## src/rtl/std_mem_d1_arbiter.sv

```systemverilog
// std_mem_d1_arbiter: shares one std_mem_d1 single-port memory between
// NUM_REQ requesters using the go/done handshake. A winning request is
// latched in IDLE, issued to the memory, and answered with a one-cycle
// done pulse (plus read data for reads).
// Build option: define STD_MEM_ARB_FIXED_PRIO_EN for fixed priority
// (lowest index wins); the default build is round-robin.
module std_mem_d1_arbiter #(
  parameter int WIDTH    = 32,
  parameter int IDX_SIZE = 4,
  parameter int NUM_REQ  = 4
) (
  input  logic                         clk,
  input  logic                         rst_n,
  input  logic [NUM_REQ-1:0]           req_go,
  input  logic [NUM_REQ*IDX_SIZE-1:0]  req_addr,
  input  logic [NUM_REQ*WIDTH-1:0]     req_write_data,
  input  logic [NUM_REQ-1:0]           req_write_en,
  output logic [NUM_REQ-1:0]           req_done,
  output logic [WIDTH-1:0]             req_read_data,
  output logic                         busy,
  output logic [IDX_SIZE-1:0]          mem_addr0,
  output logic [WIDTH-1:0]             mem_write_data,
  output logic                         mem_write_en,
  input  logic [WIDTH-1:0]             mem_read_data,
  input  logic                         mem_done
);

  localparam int GRANT_W = (NUM_REQ > 1) ? $clog2(NUM_REQ) : 1;

  typedef enum logic [1:0] {
    S_IDLE  = 2'd0,
    S_ISSUE = 2'd1,
    S_WAIT  = 2'd2,
    S_RESP  = 2'd3
  } state_t;

  state_t               state_q, state_d;
  logic [GRANT_W-1:0]   grant_q, grant_d;
  logic                 found;
  logic                 load;
  logic [NUM_REQ-1:0]   mask_q;
  logic [NUM_REQ-1:0]   cand;
  logic [IDX_SIZE-1:0]  addr_q, sel_addr;
  logic [WIDTH-1:0]     wdata_q, sel_wdata;
  logic                 we_q, sel_we;
  logic [WIDTH-1:0]     rdata_q;

  // The requester served in RESP is excluded for the single IDLE cycle after it
  assign cand = req_go & ~mask_q;

`ifdef STD_MEM_ARB_FIXED_PRIO_EN
  // Fixed priority: lowest candidate index wins
  always_comb begin
    grant_d = grant_q;
    found   = 1'b0;
    for (int unsigned i = 0; i < NUM_REQ; i++) begin
      if (!found && cand[GRANT_W'(i)]) begin
        found   = 1'b1;
        grant_d = GRANT_W'(i);
      end
    end
  end
`else
  logic [GRANT_W-1:0] last_grant_q;
  logic [GRANT_W-1:0] rr_idx;

  // Round-robin: search from last_grant+1, wrapping at NUM_REQ
  always_comb begin
    grant_d = grant_q;
    found   = 1'b0;
    rr_idx  = '0;
    for (int unsigned i = 1; i <= NUM_REQ; i++) begin
      rr_idx = GRANT_W'((32'(last_grant_q) + i) % 32'(NUM_REQ));
      if (!found && cand[rr_idx]) begin
        found   = 1'b1;
        grant_d = rr_idx;
      end
    end
  end

  // Remember the last served requester; reset gives requester 0 first priority
  always_ff @(posedge clk or negedge rst_n) begin
    if (!rst_n) begin
      last_grant_q <= GRANT_W'(NUM_REQ - 1);
    end else if (state_q == S_RESP) begin
      last_grant_q <= grant_q;
    end
  end
`endif

  // Select the winning requester's packed slices
  always_comb begin
    sel_addr  = '0;
    sel_wdata = '0;
    sel_we    = 1'b0;
    for (int unsigned i = 0; i < NUM_REQ; i++) begin
      if (grant_d == GRANT_W'(i)) begin
        sel_addr  = req_addr[i*IDX_SIZE +: IDX_SIZE];
        sel_wdata = req_write_data[i*WIDTH +: WIDTH];
        sel_we    = req_write_en[i];
      end
    end
  end

  // Next-state logic for the IDLE -> ISSUE -> (WAIT) -> RESP sequence
  always_comb begin
    state_d = state_q;
    load    = 1'b0;
    unique case (state_q)
      S_IDLE: begin
        if (found) begin
          state_d = S_ISSUE;
          load    = 1'b1;
        end
      end
      S_ISSUE: state_d = we_q ? S_WAIT : S_RESP;
      S_WAIT:  if (mem_done) state_d = S_RESP;
      S_RESP:  state_d = S_IDLE;
      default: state_d = S_IDLE;
    endcase
  end

  // Outputs decoded from state so reset clears them without a clock edge
  always_comb begin
    req_done       = '0;
    busy           = (state_q != S_IDLE);
    mem_write_en   = (state_q == S_ISSUE) && we_q;
    mem_addr0      = '0;
    mem_write_data = '0;
    if (state_q == S_ISSUE || state_q == S_WAIT) begin
      mem_addr0      = addr_q;
      mem_write_data = wdata_q;
    end
    if (state_q == S_RESP) begin
      req_done[grant_q] = 1'b1;
    end
  end

  assign req_read_data = rdata_q;

  // State register, latched request, read capture and post-done mask
  always_ff @(posedge clk or negedge rst_n) begin
    if (!rst_n) begin
      state_q <= S_IDLE;
      grant_q <= '0;
      addr_q  <= '0;
      wdata_q <= '0;
      we_q    <= 1'b0;
      rdata_q <= '0;
      mask_q  <= '0;
    end else begin
      state_q <= state_d;
      mask_q  <= req_done;
      if (load) begin
        grant_q <= grant_d;
        addr_q  <= sel_addr;
        wdata_q <= sel_wdata;
        we_q    <= sel_we;
      end
      if (state_q == S_ISSUE && !we_q) begin
        rdata_q <= mem_read_data;
      end
    end
  end

endmodule

```

## config.mk

```make
export PLATFORM = sky130hd
export DESIGN_NAME = std_mem_d1_arbiter
export DESIGN_NICKNAME = d
export VERILOG_FILES = /design/src/rtl/std_mem_d1_arbiter.sv
export SDC_FILE = /design/constraint.sdc
export NUM_CORES = 1
export LEC_CHECK = 0
export ABC_AREA = 1
export BUFFER_PORTS_ARGS = -buffer_cell sky130_fd_sc_hd__buf_2
export CAP_MARGIN = 20
export CORE_ASPECT_RATIO = 1.2
export CORE_UTILIZATION = 46
export DETAILED_ROUTE_END_ITERATION = 10
export PLACE_DENSITY_LB_ADDON = 0.25
export SETUP_SLACK_MARGIN = 0.3
export SYNTH_ARGS = -nofsm -noshare
export SYNTH_HDL_FRONTEND = slang
export SYNTH_SLANG_ARGS = --single-unit
```

## constraint.sdc

```tcl
create_clock -name clk -period 2.8 [get_ports clk]
set_input_delay 0.14 -clock clk [delete_from_list [all_inputs] [get_ports clk]]
set_output_delay 0.14 -clock clk [all_outputs]
set_load 0.05 [all_outputs]
```

# == Word-level counts from Yosys, hierarchy flattened ==
# Index checks and enable logic that the tools add are counted.
# totals
elab_cells,82
regBits,79
output_inout_bits,74
# op_classes
n_addsub,4
mux,39
order_cmp,6
bitwise,2
n_eq_ne,8
reduce_logical,15
# ops
op,count
$mux W32,5
$mux W4,6
$mux W1,16
$lt A2 B3 Y1 const B,5
$mux W2,6
$bmux W1 S2,4
$eq A2 B2 Y1 const B,4
$pmux W2 S4,1
$logic_and A1 B1 Y1,6
$add A2 B1 Y2 const B,2
$add A2 B2 Y2 const B,2
$and A4 B4 Y4,1
$eq A2 B1 Y1 const B,2
$logic_not A1 Y1,4
$logic_not A2 Y1,2
$ne A2 B2 Y1 const B,2
$not A4 Y4,1
$demux W1 S2,1
$ge A2 B1 Y1 const B,1
$reduce_and A2 Y1,1
$reduce_bool A2 Y1,1
$logic_or A1 B1 Y1,1

# == Longest topological paths before layout ==
# Gate-level depths: netlist of the first run.
# depth
ltp_word,19
mapped_depth,20
depth_no_buf,18

# == Worst setup path after synthesis of the first run ==
# OpenSTA, ideal clock, no wires.
# synth_timing
path_type,register to register
from,register last_grant_q[0]
to,register wdata_q[23]
required_ns,2.684
t_arrival_ns,1.989
path_stages_with_launch,19
n_path_buf,3
slack_ns,0.694
synth_period_minus_slack_ns,2.106
path_cell_list,dfstp_2 buf_6 inv_6 nand3_2 nand3_1 nand2_2 nand2_2 nor2_4 nand2_4 inv_4 nand2_4 nand2_4 nand2_4 buf_6 buf_6 o21ai_2 inv_1 nand2_1 nand2_1
# synth_between
elab_chain_len,18
word_cells_on_any_way,36
# synth_rtl
item,line_no,rtl
start: declaration,64,logic [GRANT_W-1:0] last_grant_q;
start signal: assignment,84,last_grant_q <= GRANT_W'(NUM_REQ - 1);
start signal: assignment,86,last_grant_q <= grant_q;
$add A2 B1 Y2,73,rr_idx = GRANT_W'((32'(last_grant_q) + i) % 32'(NUM_REQ));
$bmux W1 S2,74,if (!found && cand[rr_idx]) begin
$mux W1 (not written as such),74,
$mux W1,74,
$logic_not A1 Y1,74,
$logic_and A1 B1 Y1,74,
$mux W1,74,
$logic_not A1 Y1,74,
$logic_and A1 B1 Y1,74,
$mux W1,74,
$logic_not A1 Y1,74,
$logic_and A1 B1 Y1,74,
$mux W2,74,
$logic_not A2 Y1,97,if (grant_d == GRANT_W'(i)) begin
$mux W32 (4 in a row),97,
end signal: assignment,157,wdata_q <= sel_wdata;
end: declaration,44,"logic [WIDTH-1:0] wdata_q, sel_wdata;"
# Several ways; a longest one is shown, not always the timed one. The select of a mux whose other input is x is not followed.
# A chain may end at the register's enable or synchronous reset.

# == Final worst setup path of the first run ==
# layout_timing
from,register last_grant_q[0]
to,register wdata_q[19]
# Same word-level chain as after synthesis.

==> flow_metrics.tcl, run 1 <==
set metrics [dict create \
    status "complete, but fails checks" \
    violations "hold timing" \
    mappedNetlistNets 965 \
    design_area_um2 7220 \
    grtUsageTotal 0.273 \
    cts_max_path_buffers 2 \
    layout-drive-gt1-share 0.340 \
    drv_cap 0 \
    post-route-min-period_ns 2.41 \
    post-synth-top-area-cell "dfrtp_1" \
    grt_pass1_wl_um 24600 \
    timing.setup.tns_ns 0 \
    slew_headroom 0.685 \
    grt-ovfl-total 0 \
    cp.arrival_ns 2.63 \
    grt_busiest_layer "met2" \
    fin_hold_ws_ns -0.00157 \
    cts_sinks 79 \
    initial_core_util 0.475 \
    yosysMostFrequentCell "nand2_1" \
    syn_area_um2 5020 \
    wl_per_cell_um 14.0 \
    setup_viol 0 \
    tightest_slew_ns 0.473 \
    fin_nets 1246 \
    synth_edf_count 0 \
    grtUsageMet2 0.474 \
    routed_wl_um 16600 \
    syn_avg_cell_area_um2 6.50 \
    gr-usage-met1 0.330 \
    die-area_um2 11300 \
    core.rowCount 41 \
    gp_congestion 0.873 \
    finalMaxSlewViolations 0 \
    crit_type "reg2reg" \
    die_w_um 97.4 \
    synth_cells 773 \
    fp.dieH_um 116 \
    ant_nets 0 \
    first_global_vias 5300 \
    routed-via-count 5821 \
    htreeDepth 3 \
    hpwl_um 11500 \
    cp_max_fo 8 \
    pre_cts_slack_ns 0.187 \
    hold_class "in2reg" \
    rsz0062_at_grt "no" \
    path_clk_slew_ns 0.07 \
    port_buffers 260 \
    required_ns 3.02 \
    fin_ws_ns 0.395 \
    synthTopCellsByCount "nand2_1, inv_1, dfrtp_1" \
    final_hold_viol_count 1 \
    period_share 0.859 \
    synth_ff_type "dfrtp_1" \
    gr-usage-met3 0.0622 \
    drt-pass1-iter-count 4 \
    final.fill_count 948 \
    critPathLaunchType "register" \
    drc 0 \
    synth.distinct_cells 27 \
    async_flop_share 1.00 \
    ios 261 \
    cts_tree "yes" \
    antenna_found_initial 2 \
    cts_buffers 9 \
    clock_latency_ns 0.34 \
    fin_skew_ns 0.0100 \
    synth.area.top_cells "dfrtp_1, nand2_1, inv_1" \
    avgViaCountPerCell 4.90 \
    n_antenna_cell 0 \
    worstSetupEndpointType "register" \
    area_delta_synth_final_pct 43.8 \
    yosys_warnings 0 \
    cts-root-buf "clkbuf_16" \
    coreArea_um2 10600 \
    ys_ff_latch 79 \
    fmax_ghz 0.416 \
    ys_seq_area_frac 0.394 \
    place_area_um2 6410 \
    synth_top_area_frac 0.384 \
    grt_max_degree 40 \
    drt_iter0_drc 302 \
]
cell type report:
type,instances,area [µm²],area share
Timing Repair Buffer,305,1780,0.247
Inverter,112,430,0.0596
Multi-Input combinational cell,547,2570,0.357
Tap cell,129,161,0.0224
Clock inverter,6,52.6,0.00728
Sequential cell,79,1980,0.274
Clock buffer,10,239,0.0331
through the flow:
| stage | util | hold WS [ns] | std cells |
|---|---|---|---|
| floorplan | - | -0.156 | 773 |
| global placement | 0.607 | 0.120 | 1137 |
| detailed placement | 0.607 | 0.133 | 1137 |
| CTS | 0.650 | 0.000281 | 1168 |
| global route | 0.683 | 0.00271 | 1188 |
| finish | 0.683 | -0.00157 | 1188 |
per-layer routing:
metal / share of wire / wire (µm)
met1: 0.40 / 6570
met2: 0.50 / 8290
met3: 0.074 / 1230
met4: 0.030 / 501
met5: 0.0014 / 24
flip-flops by register name, indices dropped and copies added, names as in the netlist:
register / count
addr_q: 4
state_q: 2
last_grant_q: 2
grant_q: 2
we_q: 1
mask_q: 4
wdata_q: 32
req_read_data: 32
cells by family (layout without fill, tap and decap cells):
group / count (synthesis) / in the layout / share of synthesized area
AO/OA/AOI/OAI: 74 / 74 / 0.0767
flip-flops: 79 / 79 / 0.394
adder cells (fa/ha/maj): 5 / 5 / 0.0125
AND/OR/NAND/NOR: 465 / 468 / 0.389
buffers and inverters: 150 / 433 / 0.128
path summary, 6_finish.rpt:
kind	startpoint	slack, ns	cells past startpoint	to
setup reg to reg	last_grant_q[0]	0.39	17	wdata_q[19]
max in group asynchronous	rst_n	1.74	3	wdata_q[31]
min in group asynchronous	rst_n	0.29	2	addr_q[0]
setup / recovery	last_grant_q[0]	0.39	17	wdata_q[19]
hold / removal	mem_read_data[27]	-0.002	3	req_read_data[27]
hold reg to reg	req_read_data[20]	0.46	2	req_read_data[20]
placed cells by master, fill, tap and decap left out, types with 2 or more instances in the layout:
master         Yosys  routed
dlygate4sd3_1      0      15
inv_6              1       2
buf_2              9     259
nand3_1           70      62
buf_4              5      21
clkbuf_16          0      11
dfrtp_1           77      77
nand2_4            4       8
clkinv_4           0       2
o21ai_0           49      44
buf_12             0       4
nor2_2             1       2
dfstp_2            2       2
buf_6              5       3
nor2_4             2       3
nand2_1          361     353
o21ai_2            4       4
nand3_2            5      12
a21oi_1            5       4
nand2_8            0       4
nand2_2           10      13
nor2_1             7       5
inv_4              2       2
o21ai_1           16      21
inv_1            108     108
ha_1               5       5
clkinvlp_4         0       2
nand3b_1           3       3
worst max-delay path, cell delays in order (launching register included):
cell     delay [ns]
dfstp_2        0.59
buf_12         0.14
nand2_2        0.06
nand2_2        0.11
nand3_2        0.09
nand2_4        0.09
nand2_2        0.08
nor2_4         0.14
nand2_4        0.11
nand2_4        0.10
nand2_8        0.09
nor2_4         0.23
buf_12         0.17
nand2_1        0.05
nand2_1        0.06
nand2_1        0.04
nand2_1        0.07
nand2_1        0.05
what timing repair did:
item,4_1_cts,5_1_grt
hold buffers,15,0
cloned,0,5
gates resized for setup,2,37
hold endpoints to repair,44,0
pin swaps,0,20
setup buffers,0,15
setup endpoints to repair,33,38
Power of run 1 is not shown: default switching activity piles up to over one toggle a cycle in this logic, so the estimate is an artifact.
==> run 2: changes to the inputs <==
--- a/config.mk
+++ b/config.mk
@@ -12,7 +12,9 @@
 export CORE_UTILIZATION = 46
 export DETAILED_ROUTE_END_ITERATION = 10
 export PLACE_DENSITY_LB_ADDON = 0.25
+export RECOVER_POWER = 50
 export SETUP_SLACK_MARGIN = 0.3
+export SKIP_CTS_REPAIR_TIMING = 1
 export SYNTH_ARGS = -nofsm -noshare
 export SYNTH_HDL_FRONTEND = slang
 export SYNTH_SLANG_ARGS = --single-unit
==> flow_metrics.tcl, run 2 (same netlist as run 1, synthesis figures left out) <==
set metrics [dict create \
    status "complete, but fails checks" \
    violations "hold timing, capacitance limit, slew limit" \
    finalMaxSlewViolations 35 \
    fin_ws_ns 0.375 \
    fin_nets 1234 \
    drt-pass1-iter-count 4 \
    grt_pass1_wl_um 24300 \
    critPathLaunchType "register" \
    fmax_ghz 0.412 \
    period_share 0.866 \
    cts_sinks 79 \
    cpPeakStageDelay_ns 0.59 \
    path_buf_inv 3 \
    coreArea_um2 10600 \
    core.rowCount 41 \
    routed_wl_um 16500 \
    hold_class "in2reg" \
    wl_per_cell_um 14.0 \
    pre_cts_slack_ns 0.187 \
    rsz0062_at_grt "no" \
    hpwl_um 11500 \
    initial_core_util 0.475 \
    die_w_um 97.4 \
    layout_commonest_cell "nand2_1" \
    cts-root-buf "clkbuf_16" \
    port_buffers 260 \
    cpMaxStageDelayCell "dfstp_2" \
    final_cell_mix "nand2_1, buf_2, inv_1" \
    fin_skew_ns 0.00926 \
    slew_headroom -0.339 \
    crit_path_cell_trace "buf_12, nand2_1, nand2_2, nand3_2, nand2_4, nand2_4, nor2_4, nand2_4, inv_6, nand2_2, nand2_4, buf_4, nand3_1, nand3_1, nand2_1, nand2_1, nand2_1" \
    htreeDepth 3 \
    timing.setup.tns_ns 0 \
    antenna_found_initial 2 \
    n_antenna_cell 0 \
    grtUsageTotal 0.269 \
    avgViaCountPerCell 4.90 \
    critical-path-top-delay-family "simple AND/OR/NAND/NOR gates" \
    cts_tree "yes" \
    die-area_um2 11300 \
    routed-via-count 5761 \
    required_ns 3.03 \
    grt_max_degree 40 \
    cp_max_fo 9 \
    tightest_slew_ns 2.01 \
    path_clk_slew_ns 0.07 \
    fp.dieH_um 116 \
    ant_nets 0 \
    worstSetupEndpointType "register" \
    grt-ovfl-total 0 \
    fin_hold_ws_ns -0.00344 \
    gp_congestion 0.873 \
    multi_input_area_um2 2570 \
    crit_type "reg2reg" \
    final_hold_viol_count 4 \
    ios 261 \
    setup_viol 0 \
    cts_max_path_buffers 2 \
    drc 0 \
    area_delta_synth_final_pct 40.2 \
    drv_cap 1 \
    final.fill_count 988 \
    regArea_um2 1980 \
    first_global_vias 5229 \
    post-route-min-period_ns 2.42 \
    layout-drive-gt1-share 0.312 \
    utilization 0.666 \
    cp.arrival_ns 2.65 \
    cts_buffers 9 \
    clock_latency_ns 0.34 \
    drt_iter0_drc 322 \
]
run 2: path summary, 6_finish.rpt:
path | start | endpoint | slack, ns | cells past startpoint
worst max-delay path | last_grant_q[0] | wdata_q[24] | 0.38 | 17
worst min-delay path | mem_read_data[26] | req_read_data[26] | -0.003 | 3
worst max register to register | last_grant_q[0] | wdata_q[24] | 0.38 | 17
worst min register to register | req_read_data[20] | req_read_data[20] | 0.47 | 2
max in group asynchronous | rst_n | req_read_data[21] | 0.53 | 3
min in group asynchronous | rst_n | wdata_q[30] | 0.90 | 2
run 2: through the flow:
stage | hold WS, ns | cell area, µm² | std cells
final | -0.00344 | 7040 | 1176
after global routing | 0.0000829 | 7040 | 1176
after CTS | -0.235 | 6710 | 1153
after detailed placement | 0.133 | 6410 | 1137
after global placement | 0.120 | 6410 | 1137
after floorplan | -0.156 | 5020 | 773
run 2: final cells by class:
cell class | count | area share
multi-input cells | 547 | 0.365
flip-flops and latches | 79 | 0.281
repair buffers | 293 | 0.228
inverters | 112 | 0.0615
clock buffers | 10 | 0.0339
well taps | 129 | 0.0229
clock inverters | 6 | 0.00746
run 2: tightest hold or removal path: cells and delay by family:
family | cells | cell delay [ns]
and+or+nand+nor | 2 | 0.09
buffers and inverters | 1 | 0.07
run 2: layer usage:
layer | GRT usage | vias up | routed length (µm)
met5 | 0 | - | 24
met4 | 0.106 | 4 | 516
met3 | 0.0634 | 51 | 1170
met1 | 0.326 | 2582 | 6700
li1 | - | 2888 | -
met2 | 0.468 | 236 | 8070
Power of run 2 is left out for the same reason.
==> run 3: changes to the inputs <==
--- a/config.mk
+++ b/config.mk
@@ -12,7 +12,6 @@
 export CORE_UTILIZATION = 46
 export DETAILED_ROUTE_END_ITERATION = 10
 export PLACE_DENSITY_LB_ADDON = 0.25
-export RECOVER_POWER = 50
 export SETUP_SLACK_MARGIN = 0.3
 export SKIP_CTS_REPAIR_TIMING = 1
 export SYNTH_ARGS = -nofsm -noshare
==> constraint.sdc (replaced) <==
create_clock -name clk -period 2.3 [get_ports clk]
set_input_delay 0.115 -clock clk [delete_from_list [all_inputs] [get_ports clk]]
set_output_delay 0.115 -clock clk [all_outputs]
set_load 0.05 [all_outputs]
==> flow_metrics.tcl, run 3 (same netlist as run 1, synthesis figures left out) <==
set metrics [dict create \
    post-route-min-period_ns 2.37 \
    hpwl_um 11800 \
    crit_path_cell_trace "buf_6, nand3_2, nand2_2, nand2_1, nand2_2, a21oi_1, nand2_1, nand2_1, nand2_2, nand2_4, nor2_4, clkbuf_16, nand2_1, nand3_1, nand2_1, nand2_1" \
    fmax_ghz 0.423 \
    final_hold_viol_count 9 \
    cts_tree "yes" \
    layout_commonest_cell "nand2_1" \
    regArea_um2 1980 \
    initial_core_util 0.475 \
    port_buffers 260 \
    violations "hold timing, setup timing" \
    cp_max_fo 15 \
    crit_start "last_grant_q[0]" \
    cp.arrival_ns 2.64 \
    final_cell_mix "nand2_1, buf_2, inv_1" \
    grtUsageTotal 0.277 \
    routed_wl_um 17000 \
    timing.rr.end "wdata_q[23]" \
    wl_per_cell_um 14.1 \
    reg2reg_setup_slack_ns -0.07 \
    die-area_um2 11300 \
    avgViaCountPerCell 4.92 \
    period_share 1.03 \
    first_global_vias 5225 \
    drv_cap 0 \
    cpPeakStageDelay_ns 0.64 \
    clock_latency_ns 0.34 \
    drt-pass1-iter-count 7 \
    ios 261 \
    crit_type "reg2reg" \
    setup_viol 33 \
    cts_buffers 9 \
    fin_nets 1266 \
    cts_sinks 79 \
    r2r_cells 16 \
    antenna_found_initial 0 \
    fp.dieH_um 116 \
    crit_end "wdata_q[23]" \
    ant_nets 0 \
    drt_iter0_drc 286 \
    multi_input_area_um2 2600 \
    cpMaxStageDelayCell "dfstp_2" \
    fin_skew_ns 0.00593 \
    grt_pass1_wl_um 24900 \
    critPathLaunchType "register" \
    gp_congestion 0.915 \
    r2r_start "last_grant_q[0]" \
    htreeDepth 3 \
    area_delta_synth_final_pct 50.1 \
    coreArea_um2 10600 \
    grt-ovfl-total 0 \
    cts_max_path_buffers 2 \
    core.rowCount 41 \
    tightest_slew_ns 0.452 \
    n_antenna_cell 0 \
    slew_headroom 0.698 \
    dp.cells 1154 \
    required_ns 2.58 \
    crit_top_cell "nand2_1" \
    pre_cts_slack_ns -0.0163 \
    routed-via-count 5939 \
    fin_hold_ws_ns -0.0272 \
    grt_max_degree 47 \
    drc 0 \
    rsz0062_at_grt "yes" \
    path_clk_slew_ns 0.06 \
    finalMaxSlewViolations 0 \
    fin_ws_ns -0.0661 \
    stdcell_count 1208 \
    final.fill_count 928 \
    worstSetupEndpointType "register" \
    layout-drive-gt1-share 0.354 \
    status "complete, but fails checks" \
    hold_class "in2reg" \
    cts-root-buf "clkbuf_16" \
    die_w_um 97.4 \
]
## run 3: cell types whose count changed in the layout (fill, tap and decap cells not counted), moves of 3 or more
cell	delta
buf_12	+7
dlygate4sd3_1	+22
clkbuf_1	-33
o21ai_1	+21
nand3_1	-5
nand3_4	+4
buf_2	+31
o21ai_0	-23
buf_4	+8
nand2_8	-3
## run 3: worst min path at each step
stage | startpoint | end | slack, ns | depth (start not counted)
final | mem_read_data[14] | req_read_data[14] | -0.03 | 3
after global routing | mem_read_data[2] | req_read_data[2] | -0.01 | 3
after CTS | rst_n | wdata_q[6] | -0.27 | 1
after detailed placement | rst_n | wdata_q[6] | 0.09 | 1
after global placement | rst_n | wdata_q[6] | 0.09 | 1
after floorplan | rst_n | addr_q[0] | -0.18 | 0
## run 3: metrics by stage
stage,utilization,TNS [ns],cell area [µm²]
finish,0.713,-1.26,7540
global route,0.713,-7.17,7540
CTS,0.657,-0.135,6950
detailed placement,0.630,-0.0253,6660
global placement,0.630,0,6660
floorplan,-,0,5090
## run 3: final cells by class
type | count | share of cell area
Clock buffer | 10 | 0.0317
Clock inverter | 6 | 0.00664
Inverter | 112 | 0.0574
Multi-Input combinational cell | 544 | 0.345
Sequential cell | 79 | 0.263
Tap cell | 129 | 0.0214
Timing Repair Buffer | 328 | 0.275
## run 3: worst max-delay path: cells and delay by family, from the launching register on
family / cells / cell delay (ns)
flip-flops: 1 / 0.64
buffers and inverters: 2 / 0.37
AND/OR/NAND/NOR: 13 / 1.21
AO/OA/AOI/OAI: 1 / 0.08
## run 3: layer usage
layer	up-vias	GRT usage	part of all wire
met4	0	0.114	0.027
met3	35	0.0497	0.069
li1	2954	-	-
met5	-	0	0
met2	254	0.471	0.50
met1	2696	0.353	0.41
Power of run 3 is left out for the same reason.
